$ cat config.mk
export PLATFORM = sky130hd
export DESIGN_NAME = add_mul_div_control
export DESIGN_NICKNAME = d
export VERILOG_FILES = /design/src/rtl/add_mul_div_control_pkg.sv /design/src/rtl/add_mul_div_control_add.sv /design/src/rtl/add_mul_div_control_div.sv /design/src/rtl/add_mul_div_control_mul.sv /design/src/rtl/add_mul_div_control.sv
export SDC_FILE = /design/constraint.sdc
export NUM_CORES = 1
export LEC_CHECK = 0
export ABC_CLOCK_PERIOD_IN_PS = 2300
export CAP_MARGIN = 5
export CELL_PAD_IN_SITES_DETAIL_PLACEMENT = 1
export CELL_PAD_IN_SITES_GLOBAL_PLACEMENT = 2
export CORE_MARGIN = 1
export CORE_UTILIZATION = 30
export DETAILED_ROUTE_END_ITERATION = 10
export PLACE_DENSITY = 0.77
export SLEW_MARGIN = 20
export SYNTH_ARGS = -nofsm -noshare
export SYNTH_HDL_FRONTEND = slang
export SYNTH_SLANG_ARGS = --single-unit
$ cat constraint.sdc
create_clock -name clk -period 2.3 [get_ports clk]
set_input_delay 0.46 -clock clk [delete_from_list [all_inputs] [get_ports clk]]
set_output_delay 0.46 -clock clk [all_outputs]
set_load 0.1 [all_outputs]
$ cat src/rtl/add_mul_div_control_pkg.sv
// Shared definitions for the iterative add/multiply/divide engines.
// Holds the engine FSM encoding and the iteration-counter width helper.
package add_mul_div_control_pkg;

    typedef enum logic [1:0] {
        IDLE = 2'd0,
        BUSY = 2'd1,
        DONE = 2'd2
    } state_t;

    localparam int DEFAULT_WIDTH = 4;

    // Counter must reach WIDTH itself, one past the last iteration index.
    function automatic int cnt_w(input int w);
        return $clog2(w + 1);
    endfunction

    localparam int DEFAULT_CNT_W = cnt_w(DEFAULT_WIDTH);

endpackage

$ cat src/rtl/add_mul_div_control_add.sv
// Bit-serial LSB-first ripple adder engine.
// One sum bit per clock through a 1-bit carry register.
module addition_control
    import add_mul_div_control_pkg::*;
#(
    parameter int WIDTH = DEFAULT_WIDTH
) (
    input  logic             clk,
    input  logic             reset,
    input  logic             start,
    input  logic [WIDTH-1:0] in1,
    input  logic [WIDTH-1:0] in2,
    output logic [WIDTH-1:0] add_out,
    output logic             final_carry,
    output logic             add_done
);

    localparam int CW = cnt_w(WIDTH);

    state_t state, next_state;
    logic [CW-1:0] count;
    logic [WIDTH-1:0] a, b, sum;
    logic carry, last, sbit, cbit;

    assign last = (count == CW'(WIDTH));
    assign sbit = a[0] ^ b[0] ^ carry;
    assign cbit = (a[0] & b[0]) | (carry & (a[0] ^ b[0]));
    assign add_done = (state == DONE);

    always_ff @(posedge clk or posedge reset) begin
        if (reset) state <= IDLE;
        else       state <= next_state;
    end

    always_comb begin
        next_state = state;
        unique case (state)
            IDLE:    if (start) next_state = BUSY;
            BUSY:    if (last)  next_state = DONE;
            DONE:    if (start) next_state = BUSY;
            default: next_state = IDLE;
        endcase
    end

    always_ff @(posedge clk or posedge reset) begin
        if (reset) begin
            count       <= '0;
            a           <= '0;
            b           <= '0;
            sum         <= '0;
            carry       <= 1'b0;
            add_out     <= '0;
            final_carry <= 1'b0;
        end else if (start && state != BUSY) begin
            count <= '0;
            a     <= in1;
            b     <= in2;
            sum   <= '0;
            carry <= 1'b0;
        end else if (state == BUSY) begin
            if (!last) begin
                sum   <= {sbit, sum[WIDTH-1:1]};
                carry <= cbit;
                a     <= a >> 1;
                b     <= b >> 1;
                count <= count + CW'(1);
            end else begin
                add_out     <= sum;
                final_carry <= carry;
            end
        end
    end

endmodule

$ cat src/rtl/add_mul_div_control_div.sv
// Restoring shift-subtract divider engine, MSB-first.
// A zero divisor always subtracts, giving all-ones quotient and remainder = dividend.
module divider_control
    import add_mul_div_control_pkg::*;
#(
    parameter int WIDTH = DEFAULT_WIDTH
) (
    input  logic             clk,
    input  logic             reset,
    input  logic             start,
    input  logic [WIDTH-1:0] in1,
    input  logic [WIDTH-1:0] in2,
    output logic [WIDTH-1:0] quotient,
    output logic [WIDTH-1:0] remainder,
    output logic             div_done
);

    localparam int CW = cnt_w(WIDTH);

    state_t state, next_state;
    logic [CW-1:0] count;
    logic [WIDTH-1:0] dvs, q, rem, nxt_rem;
    logic [WIDTH:0] trial;
    logic ge, last;

    assign last = (count == CW'(WIDTH));
    assign trial = {rem, q[WIDTH-1]};
    assign ge = (trial >= {1'b0, dvs});
    assign nxt_rem = ge ? WIDTH'(trial - {1'b0, dvs}) : trial[WIDTH-1:0];
    assign div_done = (state == DONE);

    always_ff @(posedge clk or posedge reset) begin
        if (reset) state <= IDLE;
        else       state <= next_state;
    end

    always_comb begin
        next_state = state;
        unique case (state)
            IDLE:    if (start) next_state = BUSY;
            BUSY:    if (last)  next_state = DONE;
            DONE:    if (start) next_state = BUSY;
            default: next_state = IDLE;
        endcase
    end

    always_ff @(posedge clk or posedge reset) begin
        if (reset) begin
            count     <= '0;
            dvs       <= '0;
            q         <= '0;
            rem       <= '0;
            quotient  <= '0;
            remainder <= '0;
        end else if (start && state != BUSY) begin
            count <= '0;
            dvs   <= in2;
            q     <= in1;
            rem   <= '0;
        end else if (state == BUSY) begin
            if (!last) begin
                rem   <= nxt_rem;
                q     <= {q[WIDTH-2:0], ge};
                count <= count + CW'(1);
            end else begin
                quotient  <= q;
                remainder <= rem;
            end
        end
    end

endmodule

$ cat src/rtl/add_mul_div_control_mul.sv
// Right-shift add-and-shift multiplier engine.
// Multiplier sits in the low half of the accumulator and shifts out LSB-first.
module multiplier_control
    import add_mul_div_control_pkg::*;
#(
    parameter int WIDTH = DEFAULT_WIDTH
) (
    input  logic             clk,
    input  logic             reset,
    input  logic             start,
    input  logic [WIDTH-1:0] in1,
    input  logic [WIDTH-1:0] in2,
    output logic [WIDTH-1:0] mul_out_high,
    output logic [WIDTH-1:0] mul_out_low,
    output logic             mul_done
);

    localparam int CW = cnt_w(WIDTH);

    state_t state, next_state;
    logic [CW-1:0] count;
    logic [WIDTH-1:0] mcand;
    logic [2*WIDTH-1:0] acc;
    logic [WIDTH:0] partial;
    logic last;

    assign last = (count == CW'(WIDTH));
    assign partial = {1'b0, acc[2*WIDTH-1:WIDTH]}
                   + (acc[0] ? {1'b0, mcand} : '0);
    assign mul_done = (state == DONE);

    always_ff @(posedge clk or posedge reset) begin
        if (reset) state <= IDLE;
        else       state <= next_state;
    end

    always_comb begin
        next_state = state;
        unique case (state)
            IDLE:    if (start) next_state = BUSY;
            BUSY:    if (last)  next_state = DONE;
            DONE:    if (start) next_state = BUSY;
            default: next_state = IDLE;
        endcase
    end

    always_ff @(posedge clk or posedge reset) begin
        if (reset) begin
            count        <= '0;
            mcand        <= '0;
            acc          <= '0;
            mul_out_high <= '0;
            mul_out_low  <= '0;
        end else if (start && state != BUSY) begin
            count <= '0;
            mcand <= in1;
            acc   <= {{WIDTH{1'b0}}, in2};
        end else if (state == BUSY) begin
            if (!last) begin
                acc   <= {partial, acc[WIDTH-1:1]};
                count <= count + CW'(1);
            end else begin
                mul_out_high <= acc[2*WIDTH-1:WIDTH];
                mul_out_low  <= acc[WIDTH-1:0];
            end
        end
    end

endmodule

$ cat src/rtl/add_mul_div_control.sv
// Multi-cycle ADD/MUL/DIV datapath: three independent engines on shared clk/reset/start.
module add_mul_div_control
    import add_mul_div_control_pkg::*;
#(
    parameter int WIDTH = DEFAULT_WIDTH
) (
    input  logic             clk,
    input  logic             reset,
    input  logic             start,
    input  logic [WIDTH-1:0] add_in1,
    input  logic [WIDTH-1:0] add_in2,
    output logic [WIDTH-1:0] add_out,
    output logic             final_carry,
    output logic             add_done,
    input  logic [WIDTH-1:0] mul_in1,
    input  logic [WIDTH-1:0] mul_in2,
    output logic [WIDTH-1:0] mul_out_high,
    output logic [WIDTH-1:0] mul_out_low,
    output logic             mul_done,
    input  logic [WIDTH-1:0] div_in1,
    input  logic [WIDTH-1:0] div_in2,
    output logic [WIDTH-1:0] quotient,
    output logic [WIDTH-1:0] remainder,
    output logic             div_done
);

    addition_control #(.WIDTH(WIDTH)) u_add (
        .clk         (clk),
        .reset       (reset),
        .start       (start),
        .in1         (add_in1),
        .in2         (add_in2),
        .add_out     (add_out),
        .final_carry (final_carry),
        .add_done    (add_done)
    );

    multiplier_control #(.WIDTH(WIDTH)) u_mul (
        .clk          (clk),
        .reset        (reset),
        .start        (start),
        .in1          (mul_in1),
        .in2          (mul_in2),
        .mul_out_high (mul_out_high),
        .mul_out_low  (mul_out_low),
        .mul_done     (mul_done)
    );

    divider_control #(.WIDTH(WIDTH)) u_div (
        .clk       (clk),
        .reset     (reset),
        .start     (start),
        .in1       (div_in1),
        .in2       (div_in2),
        .quotient  (quotient),
        .remainder (remainder),
        .div_done  (div_done)
    );

endmodule

# Word level (Yosys, flattened, before mapping)
# Cells that the tools add are included.
dict set report word_totals {
  output_inout_bits 24
  elab_cells 116
  ff_bits 73
  input_bits 27
}
dict set report op_classes {
  n_eq_ne 21
  n_lt_le_gt_ge 1
  n_mux 39
  n_bitwise 8
  n_addsub 5
  n_reduce_logical 21
}
# operator count
set ops {}
lappend ops {{$mux 4} 17}
lappend ops {{$mux 3} 9}
lappend ops {{$mux 8} 3}
lappend ops {{$ne 2x1->1 const B} 9}
lappend ops {{$pmux 2 s2} 3}
lappend ops {{$reduce_and 2->1} 6}
lappend ops {{$add 3x1->3 const B} 3}
lappend ops {{$eq 3x3->1 const B} 3}
lappend ops {{$reduce_and 3->1} 3}
lappend ops {{$mux 2} 4}
lappend ops {{$eq 2x1->1 const B} 3}
lappend ops {{$eq 2x2->1 const B} 3}
lappend ops {{$logic_not 2->1} 3}
lappend ops {{$ne 2x2->1 const B} 3}
lappend ops {{$reduce_bool 2->1} 3}
lappend ops {{$reduce_or 2->1} 3}
lappend ops {{$add 4x5->5} 1}
lappend ops {{$ge 5x4->1} 1}
lappend ops {{$sub 4x4->4} 1}
lappend ops {{$logic_and 1x1->1} 3}
lappend ops {{$mux 1} 3}
lappend ops {{$not 1->1} 3}
lappend ops {{$and 1x1->1} 2}
lappend ops {{$xor 1x1->1} 2}
lappend ops {{$or 1x1->1} 1}

# Depth between registers and ports, before layout
dict set report depth {
  ltp_word 6
  depth_mapped 7
  mapped_depth_nobuf 6
}

# By module
# From an unflattened synthesis, not the netlist that was laid out.
dict set report unflattened {
  hier_cells 304
  area_unflattened_um2 3498.4
}
# module cells_each instances area_each_um2 seq_area_each_um2
set by_module_without_submodules {}
lappend by_module_without_submodules {multiplier_control 102 1 1233.7 625.6}
lappend by_module_without_submodules {divider_control 112 1 1198.6 625.6}
lappend by_module_without_submodules {addition_control 90 1 1066.0 575.6}

# Worst setup path after synthesis
# OpenSTA, ideal clock, no wires.
dict set report synth_path {
  kind {register to output}
  from {reg u_div.state[0]}
  to {out div_done}
  required_time_ns 1.840
  path_stages_with_launch 2
  setup_slack_ns 0.077
  n_path_buf 0
  t_arrival_ns 1.763
  cell_sequence {dfrtp_1 -> nor2b_1}
}
dict set report synth_between {
  elab_chain_len 1
}
# item line
set synth_lines {}
lappend synth_lines {{start: declaration} add_mul_div_control_div.sv:20} ;# state_t state, next_state;
lappend synth_lines {{start signal: assignment} add_mul_div_control_div.sv:34} ;# else state <= next_state;
lappend synth_lines {{$eq 2x2->1} add_mul_div_control_div.sv:30} ;# assign div_done = (state == DONE);
lappend synth_lines {{end: declaration} add_mul_div_control.sv:24} ;# output logic div_done
# Every way passes these cells.

# Worst setup path in the final report
dict set report layout_path {
  from {reg u_add.count[0]}
  to {reg u_add.a[3]}
}
dict set report layout_between {
  elab_chain_len 3
}
# item line
set layout_lines {}
lappend layout_lines {{start: declaration} add_mul_div_control_add.sv:21} ;# logic [CW-1:0] count;
lappend layout_lines {{start signal: assignment} add_mul_div_control_add.sv:66} ;# count <= count + CW'(1);
lappend layout_lines {{$eq 3x3->1} add_mul_div_control_add.sv:25} ;# assign last = (count == CW'(WIDTH));
lappend layout_lines {{$ne 2x2->1 (no source line)} n/a}
lappend layout_lines {{$reduce_and 2->1 (no source line)} n/a}
lappend layout_lines {{end signal: assignment} add_mul_div_control_add.sv:56} ;# a <= in1;
lappend layout_lines {{end signal: assignment} add_mul_div_control_add.sv:64} ;# a <= a >> 1;
lappend layout_lines {{end: declaration} add_mul_div_control_add.sv:22} ;# logic [WIDTH-1:0] a, b, sum;
# Every way passes these cells.
# A chain may end at the register's enable or synchronous reset.

==> results.md <==
* Number of buffers on the longest clock path at 2
* Insertion delay to the later sink of the worst-skew pair at between 300 and 400 ps
* Die height at 107 µm
* Register containing the most flip-flops in the final layout: u_mul.acc
* Routed wirelength normalized by instance count at 15.3 µm
* Unrepaired setup endpoints after global routing: false
* Number of buffers added to fix hold violations after cts at 0
* Met1 Resource Use GR at 17.5%
* Clock skew after layout at 9.08 ps
* Crit-path max cell delay at 800 ps
* Most instantiated library cell after synthesis: dfrtp_1
* Slew @ Worst Pin at between 1000 and 1500 ps
* Global-route wire length before repair at about 13000 µm
* Synth-to-Final Area Change at 25.2%
* Cell Count Post-Placement at approximately 480
* Max reg flops at 8
* CP Capture Type: flop
* I/O pins at ~50
* Maximum level of the CTS H-tree at 3
* Result of the run: finished, final reports clean
* Vias in the first global route at 2693
* Total routed wirelength at around 7500 µm
* Crit path required time at 2600 ps
* Starting DRT DRC Count at 105
* Fraction of synthesis flops using an asynchronous set or reset pin at 100%
* Sum Neg Setup Slack at 0 ps
* Number of enable-type register cells in the synthesized netlist at 0
* Worst Path Arrival at 2190 ps
* Routability congestion estimate at 0.739
* Unique cell type count in the Yosys netlist at 36
* Startpoint types: flop
* Buffer type at the clock tree root: clkbuf_8
* HP Class: reg2reg
* Met3 layer usage reported by global route at 4.30%
* Synth area leader: dfrtp_1
* Post-synthesis register bit count at between 70 and 80
* Number of nets in the final layout at 391
* Final std cells w/o fill at just under 500
* Half-perimeter wire length of the detailed placement result at 5270 µm
* Average instance area after synthesis at roughly 12 µm²
* Synth warnings at 0
* Largest net degree at the start of global routing at 74
* Worst path buffer plus inverter count at 1
* Diode count at 0
* Time the worst path needs with I/O delays and setup at 1880 ps
* Core Footprint at 10800 µm²
* Part of the cycle the worst path needs at 81.9%
* Portion of synthesized cell area occupied by the leading cell type at 54.8%
* Largest fanout of any net on the critical path at 12
* Clock transition at path regs at approximately 80 ps
* Max-Cap Viols at 0
* Resize count post-CTS at 0
* Starting density of the core at 30.7%
* Global route overflow at 0
* Number of antenna violations at the first check in global routing at 0
* Number of iterations in the first detailed-routing pass at 4
* Standard cell with the maximum stage delay on the critical path: mux2i_1
* Global route hottest layer: met2
* Top cell family by delay on the critical path: multiplexers
* Crit Path Class: reg2reg
* Setup-violating endpoint count in the final report at 0
* Detailed-route vias per instance at 4.83
* Die Wd at around 110 µm
* List of cells traversed by the critical path: inv_1, ha_1, nand2_1, mux2i_1, a22o_1
* CTS tree: built
* Ranking of synthesized cells by instance count: 73 x dfrtp_1, 47 x nand2_1, 24 x mux2_2
* Max Clock Freq at 0.531 GHz
* Share of cells above drive strength 1 at 22.4%
* Number of rows in the core area at 38
* Buffers inserted by post-CTS timing repair at 0
* Total Die Area at 11500 µm²
* Remaining DRCs at 0
* Max_slew headroom at a little under a third
* Mapped cell area at between 3000 and 4000 µm²
* CTS Sinks at 73
* Final Hold Fails at 0
* IO Port Bufs at 50
* Remaining number of nets flagged by the antenna check after routing at 0
* Top area cells in the synthesized netlist: dfrtp_1 55%, mux2_2 8.1%, nand2_1 5.3%, ha_1 5.3%, o21ai_0 2.9%
* TritonCTS buffer count at 9
* Synthesized instance count at 286
* Share of the yosys chip area belonging to registers at between 50 and 60%
* Synthesized net count at 330
* Max-slew violation count at 0
* Most common flop cell mapped by yosys: dfrtp_1
* Routed vias at 2375
* All-Layer GR Usage at between 10 and 15%
* Met2 track demand over resource in global routing at 24.6%
## metrics by stage
step	util [%]	area, µm²	hold slack (ps)	setup WS, ps
floorplan	-	3330	446	77.5
global placement	36.7	3980	461	202
detailed placement	36.7	3980	471	204
CTS	38.5	4170	495	385
global route	38.5	4170	510	204
finish	38.5	4170	489	415
## area by class of cell
class / count / area (µm²)
inverters: 13 / 52.6
well taps: 140 / 175
repair buffers: 56 / 498
flip-flops and latches: 73 / 1830
multi-input cells: 194 / 1420
clock inverters: 6 / 67.6
clock buffers: 10 / 128
fillers: 1207 / 6670
## worst min-delay path: stages (launching register included)
cell and delay, ps:
dfrtp_1 350, nand2_1 50, nand2_1 60
## layout by cell type, fill, tap and decap left out, drive strengths merged, types with 6 or more instances in the layout
cell type | netlist | layout
nand2 | 49 | 49
mux2 | 24 | 24
nand3 | 6 | 6
o21ai | 19 | 19
a22o | 9 | 9
clkbuf | 0 | 10
inv | 13 | 13
a21oi | 9 | 9
ha | 14 | 14
nor2 | 10 | 10
dfrtp | 73 | 73
buf | 6 | 30
a22oi | 12 | 12
clkdlybuf4s50 | 0 | 26
## final timing paths
kind / slack, ps / startpoint / to / cells past startpoint
worst min register to register: 490 / u_add.a[1] / u_add.a[1] / 2
min in group asynchronous: 540 / reset / u_div.count[0] / 3
worst min-delay path: 490 / u_add.a[1] / u_add.a[1] / 2
max in group asynchronous: 1420 / reset / u_add.count[0] / 3
worst max-delay path: 420 / u_add.count[0] / u_add.a[3] / 5
worst max register to register: 420 / u_add.count[0] / u_add.a[3] / 5
## per-layer routing
layer | share of wire (%) | vias to the layer above
met5 | 0 | -
met4 | 2.5 | 0
met3 | 4.9 | 13
met2 | 49 | 43
met1 | 44 | 1203
li1 | - | 1116
## kinds of logic (layout without fill, tap and decap cells)
logic type	count (synthesis)	after routing	share of synthesized area, %
XOR/XNOR	6	6	1.58
multiplexers	29	29	10.1
adder cells (fa/ha/maj)	17	17	7.06
AO/OA/AOI/OAI	59	59	11.9
AND/OR/NAND/NOR	83	83	12.1
buffers and inverters	19	85	2.44
flip-flops	73	73	54.8
Power is left out: the tool's default activity adds up to more than one toggle a clock period on the data nets, which glitch-free logic cannot reach.
